## config.mk

```make
export PLATFORM = sky130hd
export DESIGN_NAME = gpu_wb_slave_bridge
export DESIGN_NICKNAME = d
export VERILOG_FILES = /design/src/rtl/gpu_wb_pkg.sv /design/src/rtl/gpu_wb_pace_counter.sv /design/src/rtl/gpu_wb_slave_bridge.sv
export SDC_FILE = /design/constraint.sdc
export NUM_CORES = 1
export LEC_CHECK = 0
export ABC_CLOCK_PERIOD_IN_PS = 4700
export CELL_PAD_IN_SITES_DETAIL_PLACEMENT = 1
export CELL_PAD_IN_SITES_GLOBAL_PLACEMENT = 2
export CORE_MARGIN = 2
export CORE_UTILIZATION = 21
export CTS_BUF_LIST = sky130_fd_sc_hd__clkbuf_16
export CTS_CLUSTER_SIZE = 28
export DETAILED_ROUTE_END_ITERATION = 8
export PLACE_DENSITY = 0.9
export SYNTH_ARGS = -nofsm -noshare
export SYNTH_HDL_FRONTEND = slang
export SYNTH_SLANG_ARGS = --single-unit
```

## constraint.sdc

```tcl
create_clock -name clk_100MHz -period 4.7 [get_ports clk_100MHz]
set_input_delay 0.705 -clock clk_100MHz [delete_from_list [all_inputs] [get_ports clk_100MHz]]
set_output_delay 0.705 -clock clk_100MHz [all_outputs]
set_load 0.03 [all_outputs]
```

## src/rtl/gpu_wb_pkg.sv

```systemverilog
// Shared types and constants for the GPU Wishbone slave bridge.
// Optional error termination is enabled by defining GPU_WB_ERR_EN.
package gpu_wb_pkg;

  typedef enum logic [1:0] {
    ST_IDLE  = 2'd0,
    ST_ISSUE = 2'd1,
    ST_WAIT  = 2'd2,
    ST_ACK   = 2'd3
  } gpu_wb_state_e;

  localparam int REGION_CTRL    = 0;
  localparam int REGION_SPRITE  = 1;
  localparam int REGION_TILEMAP = 2;
  localparam int REGION_TEXTURE = 3;

  // Counter width for a range of `value` states; never less than one bit.
  function automatic int gpu_wb_clog2(input int value);
    int result;
    result = 0;
    for (int i = 0; i < 31; i++) begin
      if ((1 << result) < value) result = result + 1;
    end
    return (result < 1) ? 1 : result;
  endfunction

endpackage

```

## src/rtl/gpu_wb_pace_counter.sv

```systemverilog
// Free-running issue-slot generator: slot is high when the counter is at zero.
// Counts 0..PACE_DIV-1 and wraps; the first cycle after reset is a slot.
module gpu_wb_pace_counter
  import gpu_wb_pkg::*;
#(
  parameter int PACE_DIV = 2
) (
  input  logic clk_100MHz,
  input  logic wb_rst_i,
  output logic slot
);

  localparam int CNT_W = gpu_wb_clog2(PACE_DIV);

  logic [CNT_W-1:0] cnt;

  always_ff @(posedge clk_100MHz or posedge wb_rst_i) begin
    if (wb_rst_i) begin
      cnt <= '0;
    end else if (cnt == CNT_W'(PACE_DIV - 1)) begin
      cnt <= '0;
    end else begin
      cnt <= cnt + 1'b1;
    end
  end

  assign slot = (cnt == '0);

endmodule

```

## src/rtl/gpu_wb_slave_bridge.sv

```systemverilog
// Wishbone classic slave decoding an address region field into per-region strobes.
// Define GPU_WB_ERR_EN to terminate unmapped accesses with wb_err_o instead of wb_ack_o.
//
// state | meaning
// IDLE  | waiting for cyc & stb in a pace slot
// ISSUE | strobe for the latched region is high this cycle
// WAIT  | counting down read latency, capture data on terminal count
// ACK   | termination pulse is high this cycle
module gpu_wb_slave_bridge
  import gpu_wb_pkg::*;
#(
  parameter int ADDR_W     = 27,
  parameter int DATA_W     = 32,
  parameter int N_REGIONS  = 4,
  parameter int REGION_LSB = 12,
  parameter int REGION_W   = 4,
  parameter int RD_LATENCY = 1,
  parameter int PACE_DIV   = 2
) (
  input  logic                        clk_100MHz,
  input  logic                        wb_rst_i,
  input  logic                        wb_cyc_i,
  input  logic                        wb_stb_i,
  input  logic                        wb_we_i,
  input  logic [DATA_W/8-1:0]         wb_sel_i,
  input  logic [ADDR_W-1:0]           wb_adr_i,
  input  logic [DATA_W-1:0]           wb_dat_i,
  output logic [DATA_W-1:0]           wb_dat_o,
  output logic                        wb_ack_o,
`ifdef GPU_WB_ERR_EN
  output logic                        wb_err_o,
`endif
  output logic [N_REGIONS-1:0]        o_region_we,
  output logic [N_REGIONS-1:0]        o_region_re,
  output logic [ADDR_W-1:0]           o_addr,
  output logic [DATA_W-1:0]           o_wdata,
  output logic [DATA_W/8-1:0]         o_wsel,
  input  logic [N_REGIONS*DATA_W-1:0] i_region_rdata,
  output logic                        o_busy
);

  localparam int WAIT_W = gpu_wb_clog2(RD_LATENCY);

  gpu_wb_state_e         state;
  logic                  slot;
  logic [REGION_W-1:0]   req_region;
  logic                  req_mapped;
  logic [REGION_W-1:0]   region_q;
  logic                  mapped_q;
  logic                  we_q;
  logic [WAIT_W-1:0]     wait_cnt;
  logic [DATA_W-1:0]     rd_slice;
  logic [N_REGIONS-1:0]  req_onehot;

  gpu_wb_pace_counter #(
    .PACE_DIV(PACE_DIV)
  ) u_pace (
    .clk_100MHz(clk_100MHz),
    .wb_rst_i  (wb_rst_i),
    .slot      (slot)
  );

  assign req_region = wb_adr_i[REGION_LSB +: REGION_W];
  assign req_mapped = (32'(req_region) < N_REGIONS);
  assign req_onehot = req_mapped ? (N_REGIONS'(1) << req_region) : '0;
  assign o_busy     = (state != ST_IDLE);

  always_comb begin
    rd_slice = '0;
    for (int k = 0; k < N_REGIONS; k++) begin
      if (32'(region_q) == k) rd_slice = i_region_rdata[k*DATA_W +: DATA_W];
    end
  end

  always_ff @(posedge clk_100MHz or posedge wb_rst_i) begin
    if (wb_rst_i) begin
      state       <= ST_IDLE;
      o_region_we <= '0;
      o_region_re <= '0;
      wb_ack_o    <= 1'b0;
`ifdef GPU_WB_ERR_EN
      wb_err_o    <= 1'b0;
`endif
      wb_dat_o    <= '0;
      o_addr      <= '0;
      o_wdata     <= '0;
      o_wsel      <= '0;
      region_q    <= '0;
      mapped_q    <= 1'b0;
      we_q        <= 1'b0;
      wait_cnt    <= '0;
    end else begin
      o_region_we <= '0;
      o_region_re <= '0;
      wb_ack_o    <= 1'b0;
`ifdef GPU_WB_ERR_EN
      wb_err_o    <= 1'b0;
`endif
      case (state)
        ST_IDLE: begin
          if (wb_cyc_i && wb_stb_i && slot) begin
            o_addr   <= wb_adr_i;
            o_wdata  <= wb_dat_i;
            o_wsel   <= wb_sel_i;
            region_q <= req_region;
            mapped_q <= req_mapped;
            we_q     <= wb_we_i;
            // Strobe registered here so it is high exactly during ISSUE.
            if (wb_we_i) o_region_we <= req_onehot;
            else         o_region_re <= req_onehot;
            state    <= ST_ISSUE;
          end
        end
        ST_ISSUE: begin
          if (!wb_cyc_i) begin
            state <= ST_IDLE;
          end else if (mapped_q && !we_q) begin
            wait_cnt <= WAIT_W'(RD_LATENCY - 1);
            state    <= ST_WAIT;
          end else begin
`ifdef GPU_WB_ERR_EN
            if (mapped_q) wb_ack_o <= 1'b1;
            else          wb_err_o <= 1'b1;
`else
            wb_ack_o <= 1'b1;
`endif
            state <= ST_ACK;
          end
        end
        ST_WAIT: begin
          if (!wb_cyc_i) begin
            state <= ST_IDLE;
          end else if (wait_cnt == '0) begin
            wb_dat_o <= rd_slice;
            wb_ack_o <= 1'b1;
            state    <= ST_ACK;
          end else begin
            wait_cnt <= wait_cnt - 1'b1;
          end
        end
        ST_ACK: begin
          wb_dat_o <= '0;
          state    <= ST_IDLE;
        end
        default: state <= ST_IDLE;
      endcase
    end
  end

endmodule

```

==> impl_metrics.xml <==
<?xml version="1.0" encoding="UTF-8"?>
<metrics>
  <group name="status">
    <metric name="run_status" unit="">finished clean</metric>
  </group>
  <group name="drt">
    <metric name="detailedRoute.firstIterationViolations" unit="">159</metric>
    <metric name="avgRoutedWirePerCell" unit="um">17.2</metric>
    <metric name="residual_antenna_violating_net_count_after_detailed_routing" unit="">0</metric>
    <metric name="detail_route.drc_violations" unit="">0</metric>
    <metric name="vias_per_cell" unit="">4.41</metric>
    <metric name="dr.pass1.iters" unit="">4</metric>
    <metric name="drt_wl_total" unit="mm">19.7</metric>
    <metric name="route.vias.total" unit="">5052</metric>
  </group>
  <group name="place">
    <metric name="io_buffers" unit="">300</metric>
    <metric name="place_ws" unit="ps">1650</metric>
    <metric name="post-place-cells" unit="">1130</metric>
    <metric name="gpl.final_weighted_congestion" unit="">0.743</metric>
    <metric name="hpwlAfterDp" unit="mm">14.7</metric>
  </group>
  <group name="clocking">
    <metric name="cts_root_buf" unit="">sky130_fd_sc_hd__clkbuf_16</metric>
    <metric name="postCtsResizedCells" unit="">0</metric>
    <metric name="clk_latency" unit="ps">360</metric>
    <metric name="number_of_buffers_created_by_cts" unit="">9</metric>
    <metric name="path_clk_slew" unit="ps">80</metric>
    <metric name="tritoncts" unit="">built</metric>
    <metric name="cts-htree-levels" unit="">3</metric>
    <metric name="cts_post_setup_buffers_inserted" unit="">0</metric>
    <metric name="hold_buffer_count_at_cts" unit="">0</metric>
    <metric name="cts_buffer_depth" unit="">2</metric>
    <metric name="cts_sinks" unit="">109</metric>
  </group>
  <group name="final_layout">
    <metric name="layout-area-overhead-vs-synth" unit="%">70.9</metric>
    <metric name="n_fill_cell" unit="">2707</metric>
    <metric name="antenna-diode-count" unit="">0</metric>
    <metric name="finish.net_count" unit="">1022</metric>
    <metric name="sequential_cell_area" unit="sq um">2730</metric>
    <metric name="fin_util" unit="">0.367</metric>
    <metric name="post_layout_nonfiller_instances" unit="">1146</metric>
    <metric name="multi_input_area" unit="sq um">2130</metric>
    <metric name="final_layout_size_suffix_gt1_frac" unit="">0.0726</metric>
  </group>
  <group name="sta">
    <metric name="hold_violations" unit="">0</metric>
    <metric name="fin_hold_ws" unit="ps">456</metric>
    <metric name="maxSlewHeadroom" unit="">0.239</metric>
    <metric name="clock.fmax" unit="MHz">372</metric>
    <metric name="finalCriticalPeriod" unit="ps">2690</metric>
    <metric name="timing_max_transition_violations_final" unit="">0</metric>
    <metric name="setup_viol" unit="">0</metric>
    <metric name="tns" unit="ps">0</metric>
    <metric name="tightest_slew" unit="ps">1140</metric>
    <metric name="layout_worst_path_cycle_share" unit="">0.571</metric>
    <metric name="finalClockSkew" unit="ps">6.52</metric>
    <metric name="finalWorstSetupSlack" unit="ps">2010</metric>
    <metric name="rsz0062_at_grt" unit="">no</metric>
  </group>
  <group name="floorplan">
    <metric name="fp.dieArea" unit="sq um">25400</metric>
    <metric name="design.core.area" unit="sq um">23600</metric>
    <metric name="chipHeight" unit="um">159</metric>
    <metric name="die_x" unit="um">159</metric>
    <metric name="io_pins" unit="">301</metric>
    <metric name="rows" unit="">56</metric>
    <metric name="initial_utilization" unit="">0.215</metric>
  </group>
  <group name="critical_path">
    <metric name="path_class" unit="">reg -&gt; out</metric>
    <metric name="buf_inv_stages_crit_path" unit="">1</metric>
    <metric name="critPathMaxFanout" unit="">36</metric>
    <metric name="cp_slowest_cell" unit="">sky130_fd_sc_hd__dfrtp_2</metric>
    <metric name="worst_path_largest_cell_delay" unit="ps">810</metric>
    <metric name="timing.critical_path.cells" unit="">clkdlybuf4s50_1</metric>
    <metric name="critical_path.endpoint_type" unit="">primary output</metric>
    <metric name="critical-path-top-delay-family" unit="">flip-flops</metric>
    <metric name="reg_to_reg_setup_timing_slack" unit="ps">2180</metric>
    <metric name="critPathLaunchType" unit="">flip-flop</metric>
    <metric name="arrival" unit="ps">1980</metric>
    <metric name="worst-endpoint-required" unit="ps">3990</metric>
  </group>
  <group name="synth">
    <metric name="synth_most_common_cell" unit="">sky130_fd_sc_hd__nand2_1</metric>
    <metric name="ys_seq_area_frac" unit="">0.537</metric>
    <metric name="syn-mean-instance-area" unit="sq um">9.35</metric>
    <metric name="synth_area_leaders" unit="">sky130_fd_sc_hd__dfrtp_1 54%, sky130_fd_sc_hd__nand2_1 17%, sky130_fd_sc_hd__o31ai_2 7.1%</metric>
    <metric name="synth_area" unit="sq um">5070</metric>
    <metric name="number_of_instances_in_the_synthesized_netlist" unit="">543</metric>
    <metric name="synth-edff-count" unit="">0</metric>
    <metric name="synth_async_sr_flop_share" unit="">1.00</metric>
    <metric name="netlist_top_cells_count" unit="">230 x sky130_fd_sc_hd__nand2_1, 109 x sky130_fd_sc_hd__dfrtp_1, 32 x sky130_fd_sc_hd__o22ai_1, 31 x sky130_fd_sc_hd__a211oi_1, 31 x sky130_fd_sc_hd__nor2b_1</metric>
    <metric name="synthDominantCellAreaShare" unit="">0.537</metric>
    <metric name="synth_fa_ha_area_frac" unit="">0.00986</metric>
    <metric name="dominantRegCellSynth" unit="">sky130_fd_sc_hd__dfrtp_1</metric>
    <metric name="yosys.area_share.simple" unit="">0.233</metric>
    <metric name="ys_ff_latch" unit="">109</metric>
    <metric name="synth.net_count" unit="">743</metric>
    <metric name="synth_top_cell_by_area" unit="">sky130_fd_sc_hd__dfrtp_1</metric>
    <metric name="combinational_family_with_the_most_area_after_synthesis" unit="">simple AND/OR/NAND/NOR gates</metric>
    <metric name="xor_xnor_cell_area_share_of_the_yosys_netlist" unit="">0</metric>
    <metric name="synth_compound_area_frac" unit="">0.167</metric>
    <metric name="synth_cell_type_count" unit="">30</metric>
    <metric name="muxShareOfSynthArea" unit="">0.00641</metric>
    <metric name="yosys_warnings" unit="">0</metric>
  </group>
  <group name="grt">
    <metric name="grt_max_degree" unit="">56</metric>
    <metric name="grt.total_usage" unit="">0.158</metric>
    <metric name="grt_antenna_before_repair" unit="">0</metric>
    <metric name="grt_first_pass_wirelength" unit="mm">31.6</metric>
    <metric name="overflow" unit="">0</metric>
    <metric name="first_global_vias" unit="">5512</metric>
  </group>
  <group name="hold_path">
    <metric name="class_of_the_worst_hold_path" unit="">reg -&gt; reg</metric>
  </group>
  <group name="power">
    <metric name="power-per-cell-area" unit="nW/um^2">609</metric>
    <metric name="peak_supply_drop" unit="mV">0.225</metric>
    <metric name="power.leakage" unit="uW">0.00373</metric>
  </group>
  <group name="job">
    <metric name="maxCapViolations" unit="">0</metric>
  </group>
</metrics>
-- final timing paths --
check / end / depth (start not counted) / start
worst max register to register: wb_dat_o[23]$_DFFE_PP0P_ / 3 / o_addr[12]$_DFFE_PP0P_
max in group asynchronous: wb_dat_o[3]$_DFFE_PP0P_ / 3 / wb_rst_i
min in group asynchronous: wb_dat_o[24]$_DFFE_PP0P_ / 2 / wb_rst_i
worst min register to register: u_pace.cnt$_DFF_PP0_ / 1 / u_pace.cnt$_DFF_PP0_
worst min-delay path: u_pace.cnt$_DFF_PP0_ / 1 / u_pace.cnt$_DFF_PP0_
worst max-delay path: o_addr[12] / 1 / o_addr[12]$_DFFE_PP0P_
-- cell type report --
type,instances,share of cell area
Multi-Input combinational cell,387,0.246
Inverter,7,0.00332
Sequential cell,109,0.315
Clock inverter,7,0.00808
Timing Repair Buffer,308,0.356
Tap cell,319,0.0460
Clock buffer,9,0.0260
-- layer usage --
metal / part of all wire / vias to the layer above / global-route usage
li1: - / 2381 / -
met1: 0.42 / 2435 / 0.189
met2: 0.47 / 217 / 0.264
met3: 0.087 / 19 / 0.0620
met4: 0.020 / 0 / 0.0450
met5: 0 / - / 0
-- power breakdown --
| group | switching, uW | total, uW | leakage (uW) | internal, uW |
|---|---|---|---|---|
| registers | 290 | 1640 | 0.00140 | 1350 |
| logic | 1670 | 2860 | 0.00219 | 1190 |
| clock network | 408 | 782 | 0.000141 | 374 |
| total | 2370 | 5290 | 0.00373 | 2920 |
-- through the flow --
stage / instance area (sq um) / total power, uW
finish: 8670 / 5290
global route: 8670 / 5650
CTS: 8670 / 5380
detailed placement: 8380 / 4570
global placement: 8380 / 4510
floorplan: 5070 / 3250
-- layout by cell type, fill, tap and decap left out, types with 2 or more instances in the layout --
master                              n
sky130_fd_sc_hd__dfrtp_1          108
sky130_fd_sc_hd__o21ai_0            3
sky130_fd_sc_hd__buf_12             2
sky130_fd_sc_hd__o31ai_1            3
sky130_fd_sc_hd__o31ai_2           29
sky130_fd_sc_hd__a211oi_1          31
sky130_fd_sc_hd__o22ai_1           32
sky130_fd_sc_hd__nor2b_1           31
sky130_fd_sc_hd__inv_1              6
sky130_fd_sc_hd__clkbuf_16          9
sky130_fd_sc_hd__clkdlybuf4s50_1  300
sky130_fd_sc_hd__nand2_1          230
sky130_fd_sc_hd__nor2_1             5
sky130_fd_sc_hd__nor3_1             5
sky130_fd_sc_hd__buf_4              6
sky130_fd_sc_hd__nand2b_1           2
sky130_fd_sc_hd__clkinv_4           3
sky130_fd_sc_hd__ha_1               4
-- logic make-up after synthesis --
family / count (synthesis)
and+or+nand+nor: 281
adders and majority gates: 4
DFF: 109
muxes: 2
buffers and inverters: 47
AOI/OAI and AO/OA: 100
-- state kept, by name, summed over array words and instances, names as in the netlist --
name,count
mapped_q,1
o_addr,27
o_region_re,4
o_region_we,4
o_wdata,32
o_wsel,4
state,2
u_pace.cnt,1
wb_ack_o,1
wb_dat_o,32
we_q,1
No activity file was read; power rests on OpenSTA's default activity.
